### src/rtl/word_align_ctrl_if.sv
// Word-alignment bus between the phase aligner, the bit-slip sequencer and its status consumers.
// master drives the aligner side; slave is the sequencer.
interface word_align_ctrl_if #(
    parameter int unsigned DSIZE = 10
);
    logic [DSIZE-1:0] WORD;
    logic             WORD_STB;
    logic             PA_READY;
    logic             PA_ERROR;
    logic             BITSLIP;
    logic             RECAL_REQ;
    logic             ALIGNED;
    logic [3:0]       SLIP_CNT;
    logic [7:0]       RELOCK_CNT;

    modport master (
        output WORD, WORD_STB, PA_READY, PA_ERROR,
        input  BITSLIP, RECAL_REQ, ALIGNED, SLIP_CNT, RELOCK_CNT
    );

    modport slave (
        input  WORD, WORD_STB, PA_READY, PA_ERROR,
        output BITSLIP, RECAL_REQ, ALIGNED, SLIP_CNT, RELOCK_CNT
    );
endinterface

### src/rtl/word_align_ctrl.sv
// Bit-slip sequencer: hunts for the K28.5 comma at word offset 0, slips the phase aligner one
// bit at a time until it is found, holds word lock and asks for recalibration after a full rotation.
module word_align_ctrl #(
    parameter int unsigned DSIZE        = 10,
    parameter int unsigned HUNT_WORDS   = 64,
    parameter int unsigned SETTLE_WORDS = 4,
    parameter int unsigned LOCK_COUNT   = 4,
    parameter int unsigned LOSS_WORDS   = 1024
) (
    input  logic                    FCLK,
    input  logic                    RST,
    word_align_ctrl_if.slave        io_bus
);

    typedef enum logic [2:0] {
        StIdle,
        StHunt,
        StSlip,
        StSettle,
        StLocked,
        StFail
    } state_e;

    localparam logic [DSIZE-1:0] K28_5_NEG  = DSIZE'(10'b0011111010);
    localparam logic [DSIZE-1:0] K28_5_POS  = DSIZE'(10'b1100000101);
    localparam logic [15:0]      HUNT_LIM   = 16'(HUNT_WORDS);
    localparam logic [15:0]      SETTLE_LIM = 16'(SETTLE_WORDS);
    localparam logic [15:0]      LOSS_LIM   = 16'(LOSS_WORDS);
    localparam logic [7:0]       LOCK_LIM   = 8'(LOCK_COUNT);
    localparam logic [3:0]       SLIP_LAST  = 4'(DSIZE - 1);

    state_e      r_state;
    logic        r_rdy_meta;
    logic        r_rdy_s;
    logic        r_err_meta;
    logic        r_err_s;
    logic [15:0] r_word_cnt;
    logic [15:0] r_miss_cnt;
    logic [7:0]  r_comma_cnt;
    logic [3:0]  r_slip_cnt;
    logic [7:0]  r_relock_cnt;
    logic        r_bitslip;
    logic        r_recal;
    logic        r_aligned;

    logic        w_stb;
    logic        w_comma;
    logic        w_go_idle;
    logic        w_hunt_ok;
    logic [15:0] w_word_inc;
    logic [15:0] w_miss_inc;
    logic [7:0]  w_comma_inc;
    logic [7:0]  w_relock_inc;

    assign w_stb   = io_bus.WORD_STB;
    assign w_comma = io_bus.WORD_STB &&
                     ((io_bus.WORD == K28_5_NEG) || (io_bus.WORD == K28_5_POS));

    // Aligner not ready or in error forces everything back to IDLE from any active state.
    assign w_go_idle = (r_state != StIdle) && (!r_rdy_s || r_err_s);
    assign w_hunt_ok = r_rdy_s && !r_err_s;

    // Counters saturate rather than wrap.
    assign w_word_inc   = (r_word_cnt == '1)   ? r_word_cnt   : r_word_cnt + 16'd1;
    assign w_miss_inc   = (r_miss_cnt == '1)   ? r_miss_cnt   : r_miss_cnt + 16'd1;
    assign w_comma_inc  = (r_comma_cnt == '1)  ? r_comma_cnt  : r_comma_cnt + 8'd1;
    assign w_relock_inc = (r_relock_cnt == '1) ? r_relock_cnt : r_relock_cnt + 8'd1;

    always_ff @(posedge FCLK or posedge RST) begin
        if (RST) begin
            r_state      <= StIdle;
            r_rdy_meta   <= 1'b0;
            r_rdy_s      <= 1'b0;
            r_err_meta   <= 1'b0;
            r_err_s      <= 1'b0;
            r_word_cnt   <= '0;
            r_miss_cnt   <= '0;
            r_comma_cnt  <= '0;
            r_slip_cnt   <= '0;
            r_relock_cnt <= '0;
            r_bitslip    <= 1'b0;
            r_recal      <= 1'b0;
            r_aligned    <= 1'b0;
        end else begin
            r_rdy_meta <= io_bus.PA_READY;
            r_rdy_s    <= r_rdy_meta;
            r_err_meta <= io_bus.PA_ERROR;
            r_err_s    <= r_err_meta;

            // Pulse outputs default low so they can only ever be one FCLK wide.
            r_bitslip <= 1'b0;
            r_recal   <= 1'b0;

            if (w_go_idle) begin
                r_state     <= StIdle;
                r_aligned   <= 1'b0;
                r_word_cnt  <= '0;
                r_comma_cnt <= '0;
                r_miss_cnt  <= '0;
                r_slip_cnt  <= '0;
            end else begin
                unique case (r_state)
                    StIdle: begin
                        r_word_cnt  <= '0;
                        r_comma_cnt <= '0;
                        r_slip_cnt  <= '0;
                        if (w_hunt_ok) begin
                            r_state <= StHunt;
                        end
                    end

                    StHunt: begin
                        if (w_stb) begin
                            r_word_cnt <= w_word_inc;
                            if (w_comma) begin
                                r_comma_cnt <= w_comma_inc;
                            end
                            // Lock takes priority over a window timeout on the same strobe.
                            if (w_comma && (w_comma_inc >= LOCK_LIM)) begin
                                r_state    <= StLocked;
                                r_aligned  <= 1'b1;
                                r_miss_cnt <= '0;
                            end else if (w_word_inc >= HUNT_LIM) begin
                                r_state <= (r_slip_cnt == SLIP_LAST) ? StFail : StSlip;
                            end
                        end
                    end

                    StSlip: begin
                        r_bitslip  <= 1'b1;
                        r_slip_cnt <= r_slip_cnt + 4'd1;
                        r_word_cnt <= '0;
                        r_state    <= StSettle;
                    end

                    // word_cnt doubles as the settle counter here.
                    StSettle: begin
                        if (w_stb) begin
                            if (w_word_inc >= SETTLE_LIM) begin
                                r_state     <= StHunt;
                                r_word_cnt  <= '0;
                                r_comma_cnt <= '0;
                            end else begin
                                r_word_cnt <= w_word_inc;
                            end
                        end
                    end

                    StLocked: begin
                        if (w_stb) begin
                            if (w_comma) begin
                                r_miss_cnt <= '0;
                            end else if (w_miss_inc >= LOSS_LIM) begin
                                // Re-hunt from the current slip position.
                                r_state      <= StHunt;
                                r_aligned    <= 1'b0;
                                r_relock_cnt <= w_relock_inc;
                                r_slip_cnt   <= '0;
                                r_word_cnt   <= '0;
                                r_comma_cnt  <= '0;
                                r_miss_cnt   <= '0;
                            end else begin
                                r_miss_cnt <= w_miss_inc;
                            end
                        end
                    end

                    StFail: begin
                        r_recal     <= 1'b1;
                        r_state     <= StIdle;
                        r_word_cnt  <= '0;
                        r_comma_cnt <= '0;
                        r_slip_cnt  <= '0;
                    end

                    default: begin
                        r_state <= StIdle;
                    end
                endcase
            end
        end
    end

    assign io_bus.BITSLIP    = r_bitslip;
    assign io_bus.RECAL_REQ  = r_recal;
    assign io_bus.ALIGNED    = r_aligned;
    assign io_bus.SLIP_CNT   = r_slip_cnt;
    assign io_bus.RELOCK_CNT = r_relock_cnt;

endmodule

### src/flat_wrapper.sv
// flat-port wrapper written by rule: the top's interface ports become plain ports
module word_align_ctrl_flat 
#(
    parameter int unsigned DSIZE        = 10,
    parameter int unsigned HUNT_WORDS   = 64,
    parameter int unsigned SETTLE_WORDS = 4,
    parameter int unsigned LOCK_COUNT   = 4,
    parameter int unsigned LOSS_WORDS   = 1024
)
  (FCLK, RST, io_bus_WORD, io_bus_WORD_STB, io_bus_PA_READY, io_bus_PA_ERROR, io_bus_BITSLIP, io_bus_RECAL_REQ, io_bus_ALIGNED, io_bus_SLIP_CNT, io_bus_RELOCK_CNT);
  word_align_ctrl_if #(.DSIZE(DSIZE)) io_bus_i ();
  input  logic FCLK;
  input  logic RST;
  input wire logic [$bits(io_bus_i.WORD)-1:0] io_bus_WORD;
  input wire logic [$bits(io_bus_i.WORD_STB)-1:0] io_bus_WORD_STB;
  input wire logic [$bits(io_bus_i.PA_READY)-1:0] io_bus_PA_READY;
  input wire logic [$bits(io_bus_i.PA_ERROR)-1:0] io_bus_PA_ERROR;
  output wire logic [$bits(io_bus_i.BITSLIP)-1:0] io_bus_BITSLIP;
  output wire logic [$bits(io_bus_i.RECAL_REQ)-1:0] io_bus_RECAL_REQ;
  output wire logic [$bits(io_bus_i.ALIGNED)-1:0] io_bus_ALIGNED;
  output wire logic [$bits(io_bus_i.SLIP_CNT)-1:0] io_bus_SLIP_CNT;
  output wire logic [$bits(io_bus_i.RELOCK_CNT)-1:0] io_bus_RELOCK_CNT;
  assign io_bus_i.WORD = io_bus_WORD;
  assign io_bus_i.WORD_STB = io_bus_WORD_STB;
  assign io_bus_i.PA_READY = io_bus_PA_READY;
  assign io_bus_i.PA_ERROR = io_bus_PA_ERROR;
  assign io_bus_BITSLIP = io_bus_i.BITSLIP;
  assign io_bus_RECAL_REQ = io_bus_i.RECAL_REQ;
  assign io_bus_ALIGNED = io_bus_i.ALIGNED;
  assign io_bus_SLIP_CNT = io_bus_i.SLIP_CNT;
  assign io_bus_RELOCK_CNT = io_bus_i.RELOCK_CNT;
  word_align_ctrl #(.DSIZE(DSIZE), .HUNT_WORDS(HUNT_WORDS), .SETTLE_WORDS(SETTLE_WORDS), .LOCK_COUNT(LOCK_COUNT), .LOSS_WORDS(LOSS_WORDS)) u_core (.FCLK(FCLK), .RST(RST), .io_bus(io_bus_i));
endmodule
### config.mk
export PLATFORM = sky130hd
export DESIGN_NAME = word_align_ctrl_flat
export DESIGN_NICKNAME = d
export VERILOG_FILES = /design/src/rtl/word_align_ctrl_if.sv /design/src/rtl/word_align_ctrl.sv /design/src/flat_wrapper.sv
export SDC_FILE = /design/constraint.sdc
export NUM_CORES = 1
export LEC_CHECK = 0
export CAP_MARGIN = 10
export CORE_MARGIN = 3
export CORE_UTILIZATION = 59
export DETAILED_ROUTE_END_ITERATION = 10
export HOLD_SLACK_MARGIN = 0.08
export MAX_ROUTING_LAYER = met4
export PLACE_DENSITY = 0.86
export SLEW_MARGIN = 20
export SYNTH_ARGS = -nofsm -noshare
export SYNTH_HDL_FRONTEND = slang
export SYNTH_SLANG_ARGS = --single-unit
### constraint.sdc
create_clock -name FCLK -period 3.34 [get_ports FCLK]
set_input_delay 0.334 -clock FCLK [delete_from_list [all_inputs] [get_ports FCLK]]
set_output_delay 0.334 -clock FCLK [all_outputs]
set_load 0.02 [all_outputs]
==> run metrics <==
Vias/cell=6.55; total CTS buffers=9; pin count of the biggest net entering global routing=52; most common flop cell mapped by yosys=dfrtp_1; share of the yosys chip area belonging to registers=39.5%; Netlist Area Pre-Place=0.00393 mm²; vias in the first global route=3,484; Max-Cap Viols=0; first-pass GRT wire length=15.7 mm; flops & latches, synth=62; yosys warns=0; non-filler cells, final=576; Min-Delay Path Class=reg2reg; Crit. End Element=register; initial DRC count=505; fin crit share=90.5%; per-cell routed wire length=16.1 µm; gr ovfl total=0; initial antenna violation count=0; DR vias=3,773; Gate Count Post-Synth=467; VDD IR-drop max=0.000325 V; placed insts=561; DRC=0; setup ws final=0.316 ns; Total GRT Usage=26.3%; Area contributors post-synth=dfrtp_1 39%, nand2_1 4.9%, nor2_1 4.4%, o21ai_0 4.1%, nand3_1 3.3%; Die Span X=87.6 µm; final slew viol count=0; Core Box Area=0.00639 mm²; max frequency=331 MHz; Cell Area, Placed=0.00430 mm²; RD Place Congestion=0.955; leading cell type in the layout, fill and taps excluded=dfrtp_1; initial core utilization=61.6%; setup bufs post-CTS=0; asr flop ratio synth=100%; Worst-path clk slew=0.07 ns; Tightest Pin Transition=0.869 ns; Pre-antenna DRT Iters=5; Crit Path Class=reg2reg; final net count=516; antenna cells=0; final WL=9.25 mm; final hold vios=0; H-tree depth=3; Sink Count=62; syn_nets=488; RSZ-0062 raised after global routing=false; EDFF count, synth=0; clock skew=0.00833 ns; die height=87.6 µm; clock latency on the worst-skew pair=0.34 ns; Setup WS pre-CTS=0.246 ns; Area Growth Syn to Fin=14.5%; std cell rows=29; Max-slew headroom=42.1%; final instance area=0.00450 mm²; most frequent cells in the layout=62 x dfrtp_1, 51 x nand2_1, 46 x nor2_1; Synth cell types=67; Synth top area share=39.5%; fraction of layout cells with a size suffix above 1=9.42%; number of port buffers=29; Overall Power=1.93 mW; Yosys top cell by area=dfrtp_1; Top Ports=30; Final ANT Viol Nets=0; dpl hpwl=6.43 mm; CTS tree=built; Startpoint Class=register; reg-to-reg slack, setup=0.32 ns; clk buf depth=2; Setup Total Neg Slack=0 ns; PostCTS Resize Cnt=0; WP data required=3.54 ns; syn avg cell area=8.42 µm²; CP Max Fanout=10; Leakage=1.92 nW; Setup Viol. Count Final=0; status=complete, no violations; CP Data Arrival Time=3.22 ns; Die ar.=0.00768 mm²; cts hold-fix bufs=0; clk root buf=clkbuf_8; final worst path period need=3.02 ns; PwrDens=429 mW/mm²
## power breakdown
| part | internal, mW | switching [mW] | total (mW) | leakage (nW) |
|---|---|---|---|---|
| combinational | 0.148 | 0.273 | 0.421 | 0.963 |
| sequential | 0.781 | 0.0312 | 0.812 | 0.852 |
| clock | 0.412 | 0.285 | 0.697 | 0.106 |
| total | 1.34 | 0.589 | 1.93 | 1.92 |
## final cells by class
class,count,area [µm²]
well taps,77,96.3
multi-input cells,367,2220
flip-flops and latches,62,1550
inverters,14,53.8
repair buffers,41,380
clock inverters,5,75.1
fillers,502,1880
clock buffers,10,128
## synthesized netlist by cell type, drive strengths merged (3+ instances only)
cell and instances:
nand4 15, and3 12, nor2b 3, or3 5, clkbuf 13, o22ai 3
o211ai 5, nand2b 5, and2 9, xor2 3, a311oi 4, nor4 10
o211a 4, nor2 46, a21oi 22, o22a 8, xnor2 7, or4 4
mux2i 5, buf 11, nor3 19, a32o 4, or2 5, a31oi 11
nand2 51, inv 14, nand3 27, ha 6, dfrtp 62, o21ai 33
o31ai 8
## path summary, 6_finish.rpt
check	end	from	depth (start not counted)
worst max-delay path	u_core.r_word_cnt[7]	u_core.r_word_cnt[2]	9
worst min-delay path	u_core.r_err_s	u_core.r_err_meta	0
worst max register to register	u_core.r_word_cnt[7]	u_core.r_word_cnt[2]	9
worst min register to register	u_core.r_err_s	u_core.r_err_meta	0
max in group asynchronous	u_core.io_bus.SLIP_CNT[3]	RST	3
min in group asynchronous	u_core.io_bus.RELOCK_CNT[1]	RST	2
## through the flow
stage / utilization [%] / hold WS (ns)
floorplan: - / 0.331
global placement: 67.3 / 0.336
detailed placement: 67.3 / 0.336
CTS: 70.5 / 0.351
global route: 70.5 / 0.355
finish: 70.5 / 0.351
## metal layers
| metal | GRT usage (%) | wire length, µm |
|---|---|---|
| met1 | 34.5 | 4050 |
| met2 | 40.3 | 4360 |
| met3 | 4.23 | 664 |
| met4 | 11.6 | 180 |
| met5 | - | 0 |
## cell families after synthesis
| group | share of synthesized area [%] |
|---|---|
| compound gates | 21.0 |
| xor+xnor | 2.42 |
| fa+ha+maj | 1.91 |
| buf+inv | 4.14 |
| flops | 39.5 |
| mux | 1.56 |
| simple gates | 29.5 |
## state kept, by name, indices dropped and copies added, names as in the netlist
register / count
u_core.r_err_s: 1
u_core.r_state: 3
u_core.io_bus.BITSLIP: 1
u_core.r_word_cnt: 16
u_core.r_err_meta: 1
u_core.r_miss_cnt: 16
u_core.r_rdy_s: 1
u_core.r_comma_cnt: 8
u_core.io_bus.RELOCK_CNT: 8
u_core.r_rdy_meta: 1
u_core.io_bus.ALIGNED: 1
u_core.io_bus.SLIP_CNT: 4
u_core.io_bus.RECAL_REQ: 1
## critical path, stage by stage, from the launching register on
cell and delay (ns):
dfrtp_1 0.52, nand4_1 0.33, buf_4 0.27, or4_1 0.41
o211a_1 0.16, nand4_1 0.10, nand4bb_1 0.22, nand2_1 0.16
nor2_1 0.52, o21ai_0 0.20
No activity file was read; power rests on OpenSTA's default activity.
